`src/rtl/mib_ctrl_pkg.sv`:
```
// mib_ctrl_pkg
//   Shared definitions for the MIB counter engine: default widths, the
//   default minimum busy time and the controller FSM state encoding.
package mib_ctrl_pkg;

  localparam int unsigned MIB_ADDR_WIDTH_DEF = 8;
  localparam int unsigned MIB_DATA_WIDTH_DEF = 32;
  localparam int unsigned MIB_INC_WIDTH_DEF  = 8;
  localparam int unsigned MIB_BUSY_MIN_DEF   = 4;

  typedef enum logic [2:0] {
    ST_IDLE,
    ST_H_RD_WAIT,
    ST_INC_RD_WAIT,
    ST_INC_WR,
    ST_BUSY_HOLD
  } mib_state_e;

endpackage

```
`src/rtl/mib_controller_inc_sat.sv`:
```
// mibIncSat
//   Combinational saturating adder used by the counter read-modify-write.
//   The increment is zero-extended and the sum is formed one bit wider than
//   the counter; a carry out clamps the result to all-ones.
// Ports:
//   acc_i  DATA_WIDTH  current counter value (RAM read data)
//   inc_i  INC_WIDTH   amount to add
//   sum_o  DATA_WIDTH  saturated sum
module mibIncSat #(
  parameter int unsigned DATA_WIDTH = 32,
  parameter int unsigned INC_WIDTH  = 8
) (
  input  logic [DATA_WIDTH-1:0] acc_i,
  input  logic [INC_WIDTH-1:0]  inc_i,
  output logic [DATA_WIDTH-1:0] sum_o
);

  logic [DATA_WIDTH:0] wide;

  always_comb begin
    wide  = {1'b0, acc_i} + {{(DATA_WIDTH + 1 - INC_WIDTH){1'b0}}, inc_i};
    sum_o = wide[DATA_WIDTH] ? '1 : wide[DATA_WIDTH-1:0];
  end

endmodule

```
`src/rtl/mib_controller.sv`:
```
// mib_controller
//   Core-clock MIB counter engine. Serialises single-cycle host read/write
//   pulses and MAC-core counter increments onto one single-port MIB RAM.
//   Host accesses are reported through mibBusy (its falling edge marks the
//   end of the access); increments are saturating read-modify-writes.
// Ports:
//   macCoreClk         clock
//   macCoreClkHardRst  synchronous active-high reset
//   mibAddr/mibWrData  host address / write data (stable around the pulse)
//   mibWr/mibRd        one-cycle host write/read pulses (write wins if both)
//   mibRdData          registered host read result
//   mibBusy            registered host-access-in-progress flag
//   mibIncReq          increment request level, held until mibIncAck
//   mibIncAddr/Value   counter address and increment amount
//   mibIncAck          one-cycle increment accept
//   ramCs/ramWe        RAM select / write enable (combinational from FSM)
//   ramAddr/ramWrData  RAM address / write data
//   ramRdData          RAM read data, valid the cycle after a read select
module mib_controller
  import mib_ctrl_pkg::*;
#(
  parameter int unsigned ADDR_WIDTH = MIB_ADDR_WIDTH_DEF,
  parameter int unsigned DATA_WIDTH = MIB_DATA_WIDTH_DEF,
  parameter int unsigned INC_WIDTH  = MIB_INC_WIDTH_DEF,
  parameter int unsigned BUSY_MIN   = MIB_BUSY_MIN_DEF
) (
  input  logic                  macCoreClk,
  input  logic                  macCoreClkHardRst,
  input  logic [ADDR_WIDTH-1:0] mibAddr,
  input  logic [DATA_WIDTH-1:0] mibWrData,
  input  logic                  mibWr,
  input  logic                  mibRd,
  output logic [DATA_WIDTH-1:0] mibRdData,
  output logic                  mibBusy,
  input  logic                  mibIncReq,
  input  logic [ADDR_WIDTH-1:0] mibIncAddr,
  input  logic [INC_WIDTH-1:0]  mibIncValue,
  output logic                  mibIncAck,
  output logic                  ramCs,
  output logic                  ramWe,
  output logic [ADDR_WIDTH-1:0] ramAddr,
  output logic [DATA_WIDTH-1:0] ramWrData,
  input  logic [DATA_WIDTH-1:0] ramRdData
);

  localparam int unsigned CNT_W = (BUSY_MIN > 2) ? $clog2(BUSY_MIN) : 1;

  mib_state_e state_q, state_d;

  logic                  hostPend_q, hostPend_d;
  logic                  hostWr_q,   hostWr_d;
  logic [ADDR_WIDTH-1:0] hostAddr_q, hostAddr_d;
  logic [DATA_WIDTH-1:0] hostData_q, hostData_d;
  logic [ADDR_WIDTH-1:0] incAddr_q,  incAddr_d;
  logic [INC_WIDTH-1:0]  incVal_q,   incVal_d;
  logic [DATA_WIDTH-1:0] incRes_q,   incRes_d;
  logic [DATA_WIDTH-1:0] rdData_q,   rdData_d;
  logic                  busy_q,     busy_d;
  logic [CNT_W-1:0]      busyCnt_q,  busyCnt_d;

  logic                  hostCapture;
  logic [DATA_WIDTH-1:0] satSum;

  mibIncSat #(
    .DATA_WIDTH (DATA_WIDTH),
    .INC_WIDTH  (INC_WIDTH)
  ) u_inc_sat (
    .acc_i (ramRdData),
    .inc_i (incVal_q),
    .sum_o (satSum)
  );

  // ---------------------------------------------------------------------
  // FSM: state register
  // ---------------------------------------------------------------------
  always_ff @(posedge macCoreClk) begin
    if (macCoreClkHardRst) begin
      state_q <= ST_IDLE;
    end else begin
      state_q <= state_d;
    end
  end

  // ---------------------------------------------------------------------
  // FSM: next state. Host work is preferred in IDLE; an increment, once
  // accepted, always runs to its write before IDLE is seen again.
  // ---------------------------------------------------------------------
  always_comb begin
    state_d = state_q;
    unique case (state_q)
      ST_IDLE: begin
        if (hostPend_q) begin
          state_d = hostWr_q ? ST_BUSY_HOLD : ST_H_RD_WAIT;
        end else if (mibIncReq) begin
          state_d = ST_INC_RD_WAIT;
        end
      end
      ST_H_RD_WAIT:   state_d = ST_BUSY_HOLD;
      ST_INC_RD_WAIT: state_d = ST_INC_WR;
      ST_INC_WR:      state_d = ST_IDLE;
      ST_BUSY_HOLD: begin
        if (busyCnt_q == '0) begin
          state_d = ST_IDLE;
        end
      end
      default:        state_d = ST_IDLE;
    endcase
  end

  // ---------------------------------------------------------------------
  // FSM: outputs. Masked while reset is held so no RAM access or ack can
  // escape from the IDLE decode during reset.
  // ---------------------------------------------------------------------
  always_comb begin
    ramCs     = 1'b0;
    ramWe     = 1'b0;
    ramAddr   = '0;
    ramWrData = '0;
    mibIncAck = 1'b0;
    if (!macCoreClkHardRst) begin
      unique case (state_q)
        ST_IDLE: begin
          if (hostPend_q) begin
            ramCs     = 1'b1;
            ramWe     = hostWr_q;
            ramAddr   = hostAddr_q;
            ramWrData = hostData_q;
          end else if (mibIncReq) begin
            ramCs     = 1'b1;
            ramAddr   = mibIncAddr;
            mibIncAck = 1'b1;
          end
        end
        ST_INC_WR: begin
          ramCs     = 1'b1;
          ramWe     = 1'b1;
          ramAddr   = incAddr_q;
          ramWrData = incRes_q;
        end
        default: ;
      endcase
    end
  end

  // ---------------------------------------------------------------------
  // Datapath next-state
  // ---------------------------------------------------------------------
  assign hostCapture = (mibWr | mibRd) & ~hostPend_q;

  always_comb begin
    hostPend_d = hostPend_q;
    hostWr_d   = hostWr_q;
    hostAddr_d = hostAddr_q;
    hostData_d = hostData_q;
    incAddr_d  = incAddr_q;
    incVal_d   = incVal_q;
    incRes_d   = incRes_q;
    rdData_d   = rdData_q;
    busy_d     = busy_q;
    busyCnt_d  = busyCnt_q;

    if (busyCnt_q != '0) begin
      busyCnt_d = busyCnt_q - CNT_W'(1);
    end

    // Capture cannot coincide with release: release only happens while
    // hostPend is set, and capture requires it clear.
    if (hostCapture) begin
      hostPend_d = 1'b1;
      hostWr_d   = mibWr;
      hostAddr_d = mibAddr;
      hostData_d = mibWrData;
      busy_d     = 1'b1;
      busyCnt_d  = CNT_W'(BUSY_MIN - 1);
    end

    if (state_q == ST_BUSY_HOLD && busyCnt_q == '0) begin
      busy_d     = 1'b0;
      hostPend_d = 1'b0;
    end

    if (mibIncAck) begin
      incAddr_d = mibIncAddr;
      incVal_d  = mibIncValue;
    end

    if (state_q == ST_INC_RD_WAIT) begin
      incRes_d = satSum;
    end

    if (state_q == ST_H_RD_WAIT) begin
      rdData_d = ramRdData;
    end
  end

  always_ff @(posedge macCoreClk) begin
    if (macCoreClkHardRst) begin
      hostPend_q <= 1'b0;
      hostWr_q   <= 1'b0;
      hostAddr_q <= '0;
      hostData_q <= '0;
      incAddr_q  <= '0;
      incVal_q   <= '0;
      incRes_q   <= '0;
      rdData_q   <= '0;
      busy_q     <= 1'b0;
      busyCnt_q  <= '0;
    end else begin
      hostPend_q <= hostPend_d;
      hostWr_q   <= hostWr_d;
      hostAddr_q <= hostAddr_d;
      hostData_q <= hostData_d;
      incAddr_q  <= incAddr_d;
      incVal_q   <= incVal_d;
      incRes_q   <= incRes_d;
      rdData_q   <= rdData_d;
      busy_q     <= busy_d;
      busyCnt_q  <= busyCnt_d;
    end
  end

  assign mibRdData = rdData_q;
  assign mibBusy   = busy_q;

endmodule

```
`config.mk`:
```
export PLATFORM = sky130hd
export DESIGN_NAME = mib_controller
export DESIGN_NICKNAME = d
export VERILOG_FILES = /design/src/rtl/mib_ctrl_pkg.sv /design/src/rtl/mib_controller_inc_sat.sv /design/src/rtl/mib_controller.sv
export SDC_FILE = /design/constraint.sdc
export NUM_CORES = 1
export LEC_CHECK = 0
export BUFFER_PORTS_ARGS = -buffer_cell sky130_fd_sc_hd__buf_2
export CORE_ASPECT_RATIO = 2
export CORE_MARGIN = 2
export CORE_UTILIZATION = 57
export DETAILED_ROUTE_END_ITERATION = 12
export HOLD_SLACK_MARGIN = 0.06
export PLACE_DENSITY = 0.9
export SYNTH_ARGS = -nofsm -noshare
export SYNTH_HDL_FRONTEND = slang
export SYNTH_HIERARCHICAL = 1
export SYNTH_SLANG_ARGS = --single-unit
```
`constraint.sdc`:
```
create_clock -name macCoreClk -period 3.74 [get_ports macCoreClk]
set_input_delay 0.187 -clock macCoreClk [delete_from_list [all_inputs] [get_ports macCoreClk]]
set_output_delay 0.187 -clock macCoreClk [all_outputs]
set_load 0.01 [all_outputs]
```
=== Word level (Yosys, flattened, before mapping) ===
Index checks and enable logic that the tools add are counted.

* Logic and storage cells: 53
* Register bits: 127
* Input bits: 93
* Output and inout bits: 76

* Reduce and logical (&&, ||, !) cells: 7
* Muxes and demuxes: 25
* Add/sub/neg operators: 2
* Bitwise logic cells: 3
* Equal/unequal tests: 6

{| class="wikitable"
|+ Operators with widths
! operator !! count
|-
| 32-bit 2-to-1 mux || 3
|-
| 32-bit case mux with 2 select lines || 1
|-
| 32-bit by 8-bit adder with 33-bit output || 1
|-
| 8-bit 2-to-1 mux || 3
|-
| 8-bit case mux with 2 select lines || 1
|-
| 3-bit 2-to-1 mux || 4
|-
| 3-bit case mux with 4 select lines || 1
|-
| 1-bit 2-to-1 mux || 8
|-
| 3-bit by 2-bit == test with 1-bit output (second input constant) || 2
|-
| 2-bit 2-to-1 mux || 2
|-
| 1-bit case mux with 2 select lines || 2
|-
| 2-bit nonzero test || 2
|-
| 3-bit by 1-bit == test with 1-bit output (second input constant) || 1
|-
| 3-bit == test (second input constant) || 1
|-
| 3-bit zero test || 1
|-
| 3-bit inequality test (second input constant) || 1
|-
| 2-bit zero test || 1
|-
| 2-bit by 1-bit inequality test with 1-bit output (second input constant) || 1
|-
| 2-bit AND reduction || 1
|-
| 2-bit OR reduction || 1
|-
| 2-bit by 1-bit subtractor with 2-bit output (second input constant) || 1
|-
| 1-bit bitwise AND || 1
|-
| 1-bit logical AND || 1
|-
| 1-bit inverter || 1
|-
| 1-bit bitwise OR || 1
|}

=== Logic depth before layout (Yosys ltp) ===
* Depth after elaboration: 4
* Gate-level depth with buffers: 10
* Mapped depth without buffers: 9

=== Hierarchy ===
Netlist, hierarchy kept.

{| class="wikitable"
|+ Modules (own cells, without submodules)
! module !! cells an instance !! instances !! area an instance (um^2) !! sequential area each (um^2)
|-
| mib_controller || 669 || 1 || 5,337.6 || 2,542.4
|-
| mibIncSat || 166 || 1 || 1,149.9 || 0.0
|}

=== Worst setup path after synthesis ===
No wires, ideal clock.

* Kind: register -> register
* Start point: reg incVal_q[0]
* End point: reg incRes_q[27]
* Clock period less this slack: 2.283 ns
* Path slack: 1.457 ns
* Arrival time: 2.151 ns
* Stages on the path, launching flop included: 11
* Required time: 3.608 ns
* Library setup time: 0.132 ns
* Path buffers: 1
* Cells stage by stage: dfxtp_1 > ha_1 > fa_1 > a211oi_1 > o211ai_1 > nand4_1 > buf_2 > nand2_1 > mux2_1 > nand2_1 > a21oi_1

* Word-level cells in the longest chain between the ends: 2

{| class="wikitable"
|+ RTL lines
! what !! line !! RTL
|-
| from (decl) || mib_controller.sv:55 || <nowiki>logic [INC_WIDTH-1:0] incVal_q, incVal_d;</nowiki>
|-
| from (signal assigned) || mib_controller.sv:214 || <nowiki>incVal_q <= incVal_d;</nowiki>
|-
| 32-bit by 8-bit adder with 33-bit output || mib_controller_inc_sat.sv:21 || <nowiki>wide = {1'b0, acc_i} + {{(DATA_WIDTH + 1 - INC_WIDTH){1'b0}}, inc_i};</nowiki>
|-
| 32-bit 2-to-1 mux || mib_controller_inc_sat.sv:22 || <nowiki>sum_o = wide[DATA_WIDTH] ? '1 : wide[DATA_WIDTH-1:0];</nowiki>
|-
| net satSum[27] || mib_controller.sv:62 || <nowiki>logic [DATA_WIDTH-1:0] satSum;</nowiki>
|-
| to (signal assigned) || mib_controller.sv:215 || <nowiki>incRes_q <= incRes_d;</nowiki>
|-
| to (decl) || mib_controller.sv:56 || <nowiki>logic [DATA_WIDTH-1:0] incRes_q, incRes_d;</nowiki>
|}

The timed path passes the listed nets, and every way through them passes these cells.
A chain may end at the register's enable or synchronous reset.

=== Worst setup path after layout ===
* Start point: in ramRdData[0]
* End point: reg incRes_q[19]

* Word-level cells in the longest chain between the ends: 2

{| class="wikitable"
|+ RTL lines
! what !! line !! RTL
|-
| from (decl) || mib_controller.sv:43 || <nowiki>input logic [DATA_WIDTH-1:0] ramRdData</nowiki>
|-
| 32-bit by 8-bit adder with 33-bit output || mib_controller_inc_sat.sv:21 ||
|-
| 32-bit 2-to-1 mux || mib_controller_inc_sat.sv:22 ||
|-
| net satSum[19] || mib_controller.sv:62 ||
|}

The timed path passes the listed nets, and every way through them passes these cells.

==> metrics.txt <==
run status completed; routed via count divided by cell count 6.02; clock latency on the worst-skew pair 420 ps; die height 155 microns; Final Hold Viols 0; proportion of netlist area held by the largest area contributor 39.2%; top post-synthesis cells by area sky130_fd_sc_hd__dfxtp_1, sky130_fd_sc_hd__nand2_1, sky130_fd_sc_hd__a21oi_1; Layout area overhead 29.5%; drt first pass iters 6; count of cell types in the netlist 70; Mapped Area 6490 sq um; worst max-slew margin expressed relative to the limit 26.3%; clock transition time at the flip-flop clock pins of the worst setup and hold paths 60 ps; wire length of the first global-routing pass 33,700 microns; cell area reported after detailed placement 7230 sq um; number of antenna violations at the first check in global routing 0; instance count along the most critical hold path 3; max-slew violation count 0; CTS H-tree lvls 4; share of flip-flops with an asynchronous set or reset after synthesis 0%; total congestion overflow 0; critical path required time 4020 ps; area inside the core boundary 11,200 sq um; routed length per placed instance 18.6 microns; number of nets produced by synthesis 938; final WL 21,900 microns; TritonCTS clock tree built; Critical Setup Path Class in -> reg; worst reg-to-reg setup slack 1070 ps; endpoint arrival time on the critical path 3090 ps; Clock Sink Count 127; number of antenna-violating nets in the routed design 0; count of max-cap constraint violations 0; kind of end point of the critical path flop; number of warnings printed during yosys synthesis 6; number of nets in the finished design 1,124; RSZ-0062 raised after global routing false; average cell area after synthesis 7.77 sq um; cells on worst reg2reg path 9; starting utilization of the core area 57.8%; library cell with the highest instance count after synthesis sky130_fd_sc_hd__nand2_1; DRC violation total after the first TritonRoute iteration 575; vias in the first global route 6,805; number of diodes 0; classification of the worst-slack hold path in -> reg; count of input and output buffers 168; Setup Total Neg Slack 0 ps; maximum number of pins on one net before global-route repair 105; Post-synth top flop sky130_fd_sc_hd__dfxtp_1; Inserted Clock Buffers 17; Vias 7,072; Post-synth EDFFs 0; most used standard cells in the synthesized netlist sky130_fd_sc_hd__nand2_1, sky130_fd_sc_hd__dfxtp_1, sky130_fd_sc_hd__a21oi_1; cells resized by post-CTS repair 0; number of instances in the synthesized netlist 835; Worst Clk Skew 9.97 ps; utilization of the core after routing 74.9%; floorplan die area 12,300 sq um; die width 79.4 microns; final clock period utilization by the worst path 75.0%; post-detail-place hpwl 14,000 microns; library cell occupying the most area in the post-synthesis netlist sky130_fd_sc_hd__dfxtp_1; shortest clock period the worst path allows after layout 2810 ps; final-report setup violation count 0; Boundary Pins 169; fraction of final layout cells with drive strength greater than 1 23.4%; critical-path maximum fanout 16; final routed DRC violation total 0; Post-CTS Setup Bufs 0; startpoint type of the worst setup path input port; deepest clock path buffer count 2; number of flip-flops and latches in the synthesized netlist 127; area of all placed cells without fillers 8400 sq um; pwr dens 509 nW/um^2; final estimated routing congestion in global placement 1.07; worst supply voltage drop on vdd 421 uV; transition time of the tightest slew-check pin 1110 ps; hold bufs inserted after CTS 56; FMAX 356 MHz; proportion of synthesized chip area in sequential cells 39.2%; clock root buffer sky130_fd_sc_hd__clkbuf_16; Total GRT Usage 35.3%; number of rows in the core area 55; leakage power total 3.51 nW
==> critical path: stages <==
cell,delay [ps]
sky130_fd_sc_hd__dlygate4sd3_1,530
sky130_fd_sc_hd__buf_2,130
sky130_fd_sc_hd__ha_1,220
sky130_fd_sc_hd__fa_1,430
sky130_fd_sc_hd__a211oi_1,300
sky130_fd_sc_hd__o211ai_1,190
sky130_fd_sc_hd__nand4_1,540
sky130_fd_sc_hd__nand2_1,140
sky130_fd_sc_hd__mux2_2,290
sky130_fd_sc_hd__nand2_1,60
sky130_fd_sc_hd__a21oi_1,70
==> cells in the final DEF (no fill, tap or decap), drive strengths merged, types with 3 or more instances in the layout <==
cell type    instances
nand2              234
buf                176
dfxtp              127
a21oi              123
dlygate4sd3         56
nor2                44
a22oi               40
o21ai               30
nand2b              20
clkbuf              17
nand4b              16
nand3               14
mux2                13
inv                 11
ha                   9
o2111ai              7
nor3                 6
and3                 6
o211ai               5
and2                 5
nand4                5
nor2b                4
xor2                 4
clkinv               4
o31ai                4
nor3b                4
clkinvlp             3
bufinv               3
a211oi               3
a31oi                3
a211o                3
nor4                 3
or2                  3
==> worst paths after layout <==
kind,startpoint,to
worst max-delay path,ramRdData[0],incRes_q[19]
worst min-delay path,ramRdData[10],mibRdData[10]
worst max register to register,incVal_q[0],incRes_q[19]
worst min register to register,mibRdData[30],mibRdData[30]
==> metrics by stage <==
step                std cells  power, mW  hold WS (ps)  worst slack, ps
floorplan                 835       2.25           323             1460
global placement         1088       2.48           428             1210
detailed placement       1088       2.50           438             1150
CTS                      1175       4.25          62.2              989
global route             1175       4.44          81.3              732
finish                   1175       4.27          72.3              935
==> report_power, final <==
group	leakage, nW	switching, mW	internal [mW]
clock	0.288	0.655	1.06
sequential	1.04	0.123	1.50
combinational	2.19	0.578	0.355
total	3.51	1.36	2.92
==> logic make-up (layout without fill, tap and decap cells) <==
family	count (synthesis)	after routing	share of synthesized area, %
adder cells (fa/ha/maj)	10	10	2.04
buffers and inverters	72	270	5.98
AO/OA/AOI/OAI	232	232	22.2
AND/OR/NAND/NOR	373	373	27.2
XOR/XNOR	6	6	0.810
flip-flops	127	127	39.2
multiplexers	15	15	2.62
==> state kept, by name, summed over array words and instances (netlist names), 2 cells and up <==
name and flops:
incRes_q 32, busyCnt_q 2, hostData_q 32, incVal_q 8
hostAddr_q 8, state_q 3, incAddr_q 8, mibRdData 32
==> metal layers <==
layer	GRT usage, %	vias up	share of wire, %
met5	0	-	0
met4	25.5	0	7.1
met3	7.60	96	5.5
met2	63.0	368	53
met1	34.8	3335	34
li1	-	3273	-
==> layout make-up <==
cell class	count	area [sq um]
Timing Repair Buffer	232	1480
Sequential cell	127	2540
Tap cell	142	178
Clock buffer	17	425
Inverter	7	26.3
Fill cell	829	2820
Multi-Input combinational cell	636	3570
Clock inverter	14	185
No activity file was read; power rests on OpenSTA's default activity.
